### src/rtl/lfsr_rng.sv
// Fibonacci LFSR with a bounded rejection-sampling draw engine (IDLE/DRAW/CHECK/RESP).
// Optional macro LFSR_LOCKUP_RECOVER_EN replaces zero seeds and an all-zero state with SEED.
module lfsr_rng #(
    parameter int          WIDTH     = 16,
    parameter int          OUT_BITS  = 4,
    parameter logic [31:0] SEED      = 32'h0000ACE1,
    parameter int          MAX_TRIES = 8
) (
    input  logic                clock,
    input  logic                reset,
    input  logic                enable,
    input  logic                seed_load,
    input  logic [WIDTH-1:0]    seed_in,
    input  logic                req,
    input  logic [OUT_BITS-1:0] limit,
    output logic                busy,
    output logic                rsp_valid,
    output logic [OUT_BITS-1:0] rsp_value,
    output logic                rsp_fallback,
    output logic [WIDTH-1:0]    val
);

    typedef enum logic [1:0] {IDLE, DRAW, CHECK, RESP} state_t;

    // Tap masks are the 1-based tap lists shifted down to 0-based bit positions.
    localparam logic [31:0] TAPS32 = (WIDTH == 8)  ? 32'h000000B8 :
                                     (WIDTH == 16) ? 32'h0000B400 :
                                     (WIDTH == 24) ? 32'h00E10000 :
                                                     32'h80200003;
    localparam logic [WIDTH-1:0] TAP_MASK  = TAPS32[WIDTH-1:0];
    localparam logic [WIDTH-1:0] SEED_W    = SEED[WIDTH-1:0];
    localparam logic [5:0]       LAST_STEP = 6'(OUT_BITS - 1);
    localparam logic [7:0]       MAX_T     = 8'(MAX_TRIES);

    state_t              state_reg, state_next;
    logic [WIDTH-1:0]    val_reg, val_next;
    logic [5:0]          step_reg, step_next;
    logic [7:0]          try_reg, try_next;
    logic [OUT_BITS-1:0] limit_reg, limit_next;
    logic [OUT_BITS-1:0] value_reg, value_next;
    logic                fallback_reg, fallback_next;

    logic [WIDTH-1:0]    tap_terms;
    logic [WIDTH-1:0]    stepped;
    logic [WIDTH-1:0]    seed_eff;
    logic [OUT_BITS-1:0] candidate;
    logic                fb;
    logic                accept;

    for (genvar gi = 0; gi < WIDTH; gi++) begin : g_tap
        assign tap_terms[gi] = TAP_MASK[gi] & val_reg[gi];
    end

    assign fb        = ^tap_terms;
    assign stepped   = {val_reg[WIDTH-2:0], fb};
    assign candidate = val_reg[OUT_BITS-1:0];
    assign accept    = (limit_reg == '0) || (candidate < limit_reg);

`ifdef LFSR_LOCKUP_RECOVER_EN
    assign seed_eff = (seed_in == '0) ? SEED_W : seed_in;
`else
    assign seed_eff = seed_in;
`endif

    always_comb begin
        state_next    = state_reg;
        val_next      = val_reg;
        step_next     = step_reg;
        try_next      = try_reg;
        limit_next    = limit_reg;
        value_next    = value_reg;
        fallback_next = fallback_reg;

        case (state_reg)
            IDLE: begin
                if (enable) begin
                    val_next = stepped;
                end
                if (req) begin
                    state_next = DRAW;
                    limit_next = limit;
                    step_next  = '0;
                    try_next   = '0;
                end
            end
            DRAW: begin
                val_next = stepped;
                if (step_reg == LAST_STEP) begin
                    state_next = CHECK;
                    step_next  = '0;
                end else begin
                    step_next = step_reg + 6'd1;
                end
            end
            CHECK: begin
                if (accept) begin
                    state_next    = RESP;
                    value_next    = candidate;
                    fallback_next = 1'b0;
                end else if (try_reg < MAX_T - 8'd1) begin
                    state_next = DRAW;
                    try_next   = try_reg + 8'd1;
                end else begin
                    state_next    = RESP;
                    value_next    = '0;
                    fallback_next = 1'b1;
                end
            end
            RESP: begin
                state_next = IDLE;
            end
            default: begin
                state_next = IDLE;
            end
        endcase

        // A reload mid-request restarts the current attempt without consuming a try.
        if (seed_load) begin
            val_next = seed_eff;
            if ((state_reg == DRAW) || (state_reg == CHECK)) begin
                state_next    = DRAW;
                step_next     = '0;
                try_next      = try_reg;
                value_next    = value_reg;
                fallback_next = fallback_reg;
            end
        end

`ifdef LFSR_LOCKUP_RECOVER_EN
        if (!seed_load && (val_reg == '0)) begin
            val_next = SEED_W;
        end
`endif
    end

    always_ff @(posedge clock or posedge reset) begin
        if (reset) begin
            state_reg    <= IDLE;
            val_reg      <= SEED_W;
            step_reg     <= '0;
            try_reg      <= '0;
            limit_reg    <= '0;
            value_reg    <= '0;
            fallback_reg <= 1'b0;
        end else begin
            state_reg    <= state_next;
            val_reg      <= val_next;
            step_reg     <= step_next;
            try_reg      <= try_next;
            limit_reg    <= limit_next;
            value_reg    <= value_next;
            fallback_reg <= fallback_next;
        end
    end

    assign busy         = (state_reg != IDLE);
    assign rsp_valid    = (state_reg == RESP);
    assign rsp_value    = value_reg;
    assign rsp_fallback = fallback_reg;
    assign val          = val_reg;

endmodule

### config.mk
export PLATFORM = sky130hd
export DESIGN_NAME = lfsr_rng
export DESIGN_NICKNAME = d
export VERILOG_FILES = /design/src/rtl/lfsr_rng.sv
export SDC_FILE = /design/constraint.sdc
export NUM_CORES = 1
export LEC_CHECK = 0
export CELL_PAD_IN_SITES_DETAIL_PLACEMENT = 1
export CELL_PAD_IN_SITES_GLOBAL_PLACEMENT = 1
export CORE_ASPECT_RATIO = 1.1
export CORE_UTILIZATION = 40
export DETAILED_ROUTE_END_ITERATION = 16
export PLACE_DENSITY = 0.92
export SYNTH_ARGS = -nofsm -noshare
export SYNTH_HDL_FRONTEND = slang
export SYNTH_SLANG_ARGS = --single-unit
### constraint.sdc
create_clock -name clock -period 4.4 [get_ports clock]
set_input_delay 0.66 -clock clock [delete_from_list [all_inputs] [get_ports clock]]
set_output_delay 0.66 -clock clock [all_outputs]
set_load 0.005 [all_outputs]
==> metrics.md, run 1 <==
| Metric | Value |
|---|---|
| Layout cells sized above 1 | `8.88%` |
| Final min period | `2.46 ns` |
| ANT cells | `0` |
| Worst setup SP type | `flop` |
| Vias after detailed routing | `1735` |
| Syn_nets | `245` |
| Final hold vios | `0` |
| Synthesized flop and latch total | `41` |
| Worst min path class | `flop to flop` |
| WL per Instance | `16.8 um` |
| Comb pwr share | `46.6%` |
| WHS | `0.490 ns` |
| Detailed Route Iter0 Violations | `56` |
| CP max-delay cell | `clkdlybuf4s50_1` |
| Total Wirelength | `5310 um` |
| Sw frac | `37.5%` |
| DP Area | `2660 um^2` |
| Hold Path Cell Cnt | `1` |
| Min-delay src | `try_reg[7]$_DFFE_PP0P_` |
| Final instance area | `2780 um^2` |
| Worst reg-to-reg path cell count | `6` |
| Worst Clk Skew | `0.00911 ns` |
| Skew-Pair Late Insertion Delay | `0.29 ns` |
| Worst-path maximum fanout | `9` |
| Final TNS setup | `0 ns` |
| Clk sinks | `41` |
| Core area | `5070 um^2` |
| Clk pwr share | `18.2%` |
| Post-layout util | `54.9%` |
| Min-Delay Endpoint | `try_reg[7]$_DFFE_PP0P_` |
| CTS resizes | `0` |
| Largest net degree at the start of global routing | `42` |
| Placed insts | `309` |
| Initial antenna violation count | `0` |
| Synth Area per Inst | `10.2 um^2` |
| Net Switching | `0.000655 W` |
| Max Slew Vio Count | `0` |
| CP peak stage delay | `0.52 ns` |
| Die Y-Extent | `78.8 um` |
| Seq pwr share | `35.2%` |
| PwrDens | `628 nW/um^2` |
| Lkg Pwr | `1.27 nW` |
| CP Class | `flop to primary output` |
| Reg2reg end | `val[11]$_DFFE_PP1P_` |
| Post-Layout Cell Count | `317` |
| Final-stage net count | `292` |
| Asr flop ratio synth | `100%` |
| Drt via density | `5.47` |
| RR Startpoint | `state_reg[0]$_DFF_PP0_` |
| Int Pwr | `0.00109 W` |
| RSZ-0062 raised after global routing | `no` |
| Peak VDD IR | `0.279 mV` |
| Fillers | `569` |
| Crit path buf inv count | `3` |
| Sequential area share after synthesis | `48.3%` |
| Gr usage total | `20.4%` |
| TritonCTS clock tree | `built` |
| Hpwl dp | `3840 um` |
| Distinct cell type count after synthesis | `43` |
| Grt total ovfl | `0` |
| Total CTS buffers | `5` |
| Max Clock Freq | `406 MHz` |
| First-pass GRT wire length | `9030 um` |
| Synth warn | `0` |
| Arrival time worst endpoint | `1.80 ns` |
| Vias in the first global route | `1935` |
| Cell area after synthesis | `2140 um^2` |
| Area Growth Syn to Fin | `29.8%` |
| DRC viols | `0` |
| CTS clk-pin slew, worst paths | `0.09 ns` |
| Worst Max-Slew Pin Slew | `1.20 ns` |
| I/O Pins | `48` |
| Clk root buf | `clkbuf_8` |
| Synthesized instance count | `211` |
| Data required time of the worst path | `3.74 ns` |
| Max-slew headroom | `20.1%` |
| Fin crit share | `55.9%` |
| Port buffer count | `47` |
| H-tree depth | `2` |
| Most common flop cell mapped by yosys | `dfrtp_1` |
| Setup violators final | `0` |
| Family with the most delay on the worst path | `buffers and inverters` |
| Post-synth EDFFs | `0` |
| Worst setup EP type | `primary output` |
| Status | `complete, no violations` |
| Crit-path cells | `inv_1 > ha_1 > inv_1 > clkdlybuf4s50_1` |
| Setup bufs post-CTS | `0` |
| Placer Congestion | `0.800` |
| Starting Density | `42.3%` |
| Die W | `71.8 um` |
| Max reg flops | `16` |
| Most common cell after layout, fill and taps aside | `clkdlybuf4s50_1` |
| Cell row count | `27` |
| First-pass DRT Iterations | `4` |
| Reg-to-reg slack, setup | `1.95 ns` |
| Routed Antenna Nets | `0` |
| CP most frequent cell | `inv_1` |
| # hold bufs at CTS | `0` |
| Maxcap violations | `0` |
| Most frequent cells in the layout | `clkdlybuf4s50_1, dfrtp_1, nand2_1, o21ai_0, mux2i_1` |
| Die area | `5660 um^2` |
| CTS max path bufs | `2` |
[layout make-up]
class                   instances  area, um^2  share of cell area (%)
clock buffers                   6        82.6                    2.97
flip-flops and latches         41        1040                    37.2
clock inverters                 2        37.5                    1.35
repair buffers                 49         485                    17.4
multi-input cells             144        1010                    36.1
well taps                      58        72.6                    2.61
inverters                      17        63.8                    2.29
[cells by family after synthesis]
kind of cell	after synthesis	synth area share, %
and+or+nand+nor	55	12.4
buffers and inverters	26	4.78
DFF	41	48.3
AOI/OAI and AO/OA	55	17.7
muxes	22	10.3
adders and majority gates	9	5.25
xor gates and xnor gates	3	1.23
[per-stage QoR]
step	power [W]	setup slack, ns
floorplan	0.00111	2.57
global placement	0.00138	1.94
detailed placement	0.00143	1.89
CTS	0.00177	1.91
global route	0.00186	1.72
finish	0.00175	1.94
[per-layer routing]
layer | vias up | GRT usage [%] | part of all wire (%) | routed length, um
li1 | 837 | - | - | -
met1 | 852 | 24.0 | 44 | 2320
met2 | 42 | 36.7 | 51 | 2710
met3 | 4 | 5.46 | 4.7 | 251
met4 | 0 | 4.90 | 0.60 | 32
met5 | - | 0 | 0 | 0
[Yosys cell counts (2+ instances only)]
| cell type | count | area [um^2] |
|---|---|---|
| nand2_1 | 28 | 105 |
| nor2_1 | 5 | 18.8 |
| clkbuf_1 | 7 | 26.3 |
| a311oi_1 | 2 | 17.5 |
| a21o_1 | 4 | 30.0 |
| ha_1 | 9 | 113 |
| o211a_1 | 2 | 20.0 |
| and3_1 | 3 | 18.8 |
| o2111ai_1 | 2 | 17.5 |
| a21oi_1 | 6 | 30.0 |
| inv_1 | 17 | 63.8 |
| o211ai_1 | 2 | 15.0 |
| o21ai_1 | 2 | 10.0 |
| o21ai_0 | 22 | 110 |
| nor4_1 | 2 | 12.5 |
| or3_1 | 2 | 12.5 |
| xnor2_1 | 2 | 17.5 |
| nor2b_1 | 2 | 12.5 |
| nand2b_1 | 3 | 18.8 |
| nand3_1 | 2 | 10.0 |
| mux2i_1 | 21 | 210 |
| a32o_1 | 2 | 20.0 |
| dfrtp_1 | 33 | 826 |
| dfstp_2 | 8 | 210 |
| and2_1 | 5 | 31.3 |
[worst max-delay path by stage]
stage	start	endpoint	slack [ns]	depth (start not counted)
floorplan	seed_load	try_reg[3]$_DFFE_PP0P_	2.57	5
global placement	enable	val[1]$_DFFE_PP0P_	1.94	4
detailed placement	enable	val[8]$_DFFE_PP0P_	1.89	4
CTS	state_reg[0]$_DFF_PP0_	val[11]$_DFFE_PP1P_	1.91	6
global route	state_reg[1]$_DFF_PP0_	val[12]$_DFFE_PP0P_	1.72	6
finish	state_reg[0]$_DFF_PP0_	busy	1.94	4
[power groups by stage]
stage / Combinational, W / Sequential, W / Clock [W]
2_1_floorplan: 0.000516 / 0.000597 / 0
6_report: 0.000815 / 0.000615 / 0.000318
4_1_cts: 0.000824 / 0.000615 / 0.000327
5_1_grt: 0.000893 / 0.000631 / 0.000342
3_5_place_dp: 0.000809 / 0.000621 / 0
3_3_place_gp: 0.000770 / 0.000614 / 0
No activity file was read; power rests on OpenSTA's default activity.
==> inputs of run 2 (changes only) <==
Settings changed: CORE_UTILIZATION 40 to 38, PLACE_DENSITY 0.92 to 0.89.
Clock period 4.4 ns to 2.45 ns, I/O delays scaled along.
==> run 2 against run 1 <==
Die area rose by 5.1%; largest cell class unchanged; critical endpoint unchanged; global-route usage shrank 0.074 points; via count up 2.1%; register-to-register slack got worse by 1.5 ns; sequential cell count stayed put; sequential power increased by 80%; critical path type unchanged; combinational power grew 82%; sequential share of layout area down 0.33 points; core utilization is 2.9 points lower; cell count grew 5.7%.
==> metrics.md, run 2 (synthesis results as in run 1) <==
| Metric | Value |
|---|---|
| Clk sinks | `41 (unchanged)` |
| Crit path depth | `4 (unchanged)` |
| Worst slack at placement | `0.469 ns (-1.42 ns)` |
| Lkg Pwr | `1.28 nW (+0.45%)` |
| Vias in the first global route | `1850 (-4.4%)` |
| Largest net degree at the start of global routing | `42 (unchanged)` |
| Worst Max-Slew Pin Slew | `0.515 ns (-0.684 ns)` |
| Fillers | `621 (+9.1%)` |
| Arrival time worst endpoint | `1.80 ns (about the same)` |
| Peak VDD IR | `0.504 mV (+80%)` |
| Crit path launch | `state_reg[1]$_DFF_PP0_` |
| CTS clk-pin slew, worst paths | `0.08 ns (about the same)` |
| Die W | `73.6 um (+2.5%)` |
| Worst-path maximum fanout | `9 (unchanged)` |
| Final TNS setup | `0 ns (unchanged)` |
| Maxcap violations | `0 (unchanged)` |
| Area taken by multi-input logic gates | `1010 um^2 (unchanged)` |
| First-pass DRT Iterations | `4 (unchanged)` |
| PwrDens | `1120 nW/um^2 (+79%)` |
| # hold bufs at CTS | `0 (unchanged)` |
| Placer Congestion | `0.810 (+1.4%)` |
| Worst reg-to-reg path cell count | `5 (-1)` |
| Starting Density | `39.7% (-2.6 points)` |
| Fin crit share | `88.6%` |
| CP max-delay cell | `clkdlybuf4s50_1` |
| Register area | `1040 um^2 (unchanged)` |
| CTS max path bufs | `2 (unchanged)` |
| Vias after detailed routing | `1772 (+2.1%)` |
| Die area | `5950 um^2 (+5.1%)` |
| Max Clock Freq | `461 MHz` |
| Crit-path cells | `inv_1 > ha_1 > inv_1 > clkdlybuf4s50_1` |
| Data required time of the worst path | `2.08 ns (-1.66 ns)` |
| Setup bufs post-CTS | `0 (unchanged)` |
| CP peak stage delay | `0.52 ns (about the same)` |
| Max Slew Vio Count | `0 (unchanged)` |
| Grt total ovfl | `0 (unchanged)` |
| Final hold vios | `0 (unchanged)` |
| Final instance area | `2810 um^2 (+0.90%)` |
| Max reg flops | `16 (unchanged)` |
| RSZ-0062 raised after global routing | `no` |
| H-tree depth | `2 (unchanged)` |
| Setup violators final | `0 (unchanged)` |
| CP most frequent cell | `inv_1` |
| RR Startpoint | `state_reg[1]$_DFF_PP0_` |
| Worst setup EP type | `primary output` |
| Layout cells sized above 1 | `8.85% (-0.034 points)` |
| First-pass GRT wire length | `8810 um (-2.4%)` |
| Status | `complete, no violations` |
| Clk root buf | `clkbuf_8` |
| I/O Pins | `48 (unchanged)` |
| Crit path buf inv count | `3 (unchanged)` |
| CTS resizes | `0 (unchanged)` |
| Port buffer count | `47 (unchanged)` |
| Core area | `5400 um^2 (+6.5%)` |
| Area Growth Syn to Fin | `31.0%` |
| ANT cells | `0 (unchanged)` |
| Final min period | `2.17 ns` |
| Min-delay src | `try_reg[6]$_DFFE_PP0P_` |
| CP Class | `flop to primary output` |
| Worst min path class | `flop to flop` |
| Final-stage net count | `293 (+0.34%)` |
| Routed Antenna Nets | `0 (unchanged)` |
| Skew-Pair Late Insertion Delay | `0.30 ns (about the same)` |
| Die Y-Extent | `80.8 um (+2.5%)` |
| DP Area | `2690 um^2 (+1.1%)` |
| Detailed Route Iter0 Violations | `72 (+29%)` |
| Initial antenna violation count | `0 (unchanged)` |
| Setup ws final | `0.279 ns (-1.66 ns)` |
| Most frequent cells in the layout | `clkdlybuf4s50_1, dfrtp_1, nand2_1, o21ai_0, mux2i_1` |
| Hpwl dp | `4040 um (+5.1%)` |
| Worst Clk Skew | `0.00840 ns (-0.000712 ns)` |
| Worst setup SP type | `flop` |
| Most common cell after layout, fill and taps aside | `clkdlybuf4s50_1` |
| Gr usage total | `20.3% (-0.074 points)` |
| Max-slew headroom | `65.7% (+46 points)` |
| Family with the most delay on the worst path | `buffers and inverters` |
| TritonCTS clock tree | `built` |
| Hold Path Cell Cnt | `1 (unchanged)` |
| Drt via density | `5.29 (-3.4%)` |
| Total Wirelength | `5350 um (+0.72%)` |
| Cell row count | `28 (+3.7%)` |
| WL per Instance | `16.0 um (-4.7%)` |
| DRC viols | `0 (unchanged)` |
| Total CTS buffers | `5 (unchanged)` |
## run 2: area by class of cell
class,count,area share [%]
Timing Repair Buffer,50,17.6
Tap cell,75,3.34
Clock inverter,1,1.07
Clock buffer,7,3.07
Inverter,17,2.27
Multi-Input combinational cell,144,35.8
Sequential cell,41,36.9
## run 2: where the power goes
part | leakage, nW | internal [W] | switching [W]
registers | 0.511 | 0.000911 | 0.000196
logic | 0.710 | 0.000729 | 0.000755
clock network | 0.0585 | 0.000332 | 0.000236
total | 1.28 | 0.00197 | 0.00119
## run 2: metal layers
metal	vias up	wire (um)	GRT usage, %	share of wire [%]
met5	-	0	0	0
met4	0	95	8.27	1.8
met3	8	289	7.07	5.4
met2	45	2800	35.8	52
met1	880	2170	22.1	41
li1	839	-	-	-
## run 2: final timing paths
path                                     endpoint  slack (ns)
min reg2reg                try_reg[6]$_DFFE_PP0P_        0.49
min                        try_reg[6]$_DFFE_PP0P_        0.49
max                                          busy        0.28
max in group asynchronous      val[0]$_DFFE_PP1P_        1.58
max reg2reg                 step_reg[5]$_DFF_PP0_        0.46
min in group asynchronous     val[12]$_DFFE_PP0P_        0.50
## run 2: stage by stage
step	cells	total power [W]	utilization [%]	hold WS [ns]
after floorplan	211	0.00200	-	0.454
after global placement	327	0.00251	49.9	0.476
after detailed placement	327	0.00260	49.9	0.484
after CTS	335	0.00319	52.1	0.502
after global routing	335	0.00338	52.1	0.511
final	335	0.00316	52.1	0.494
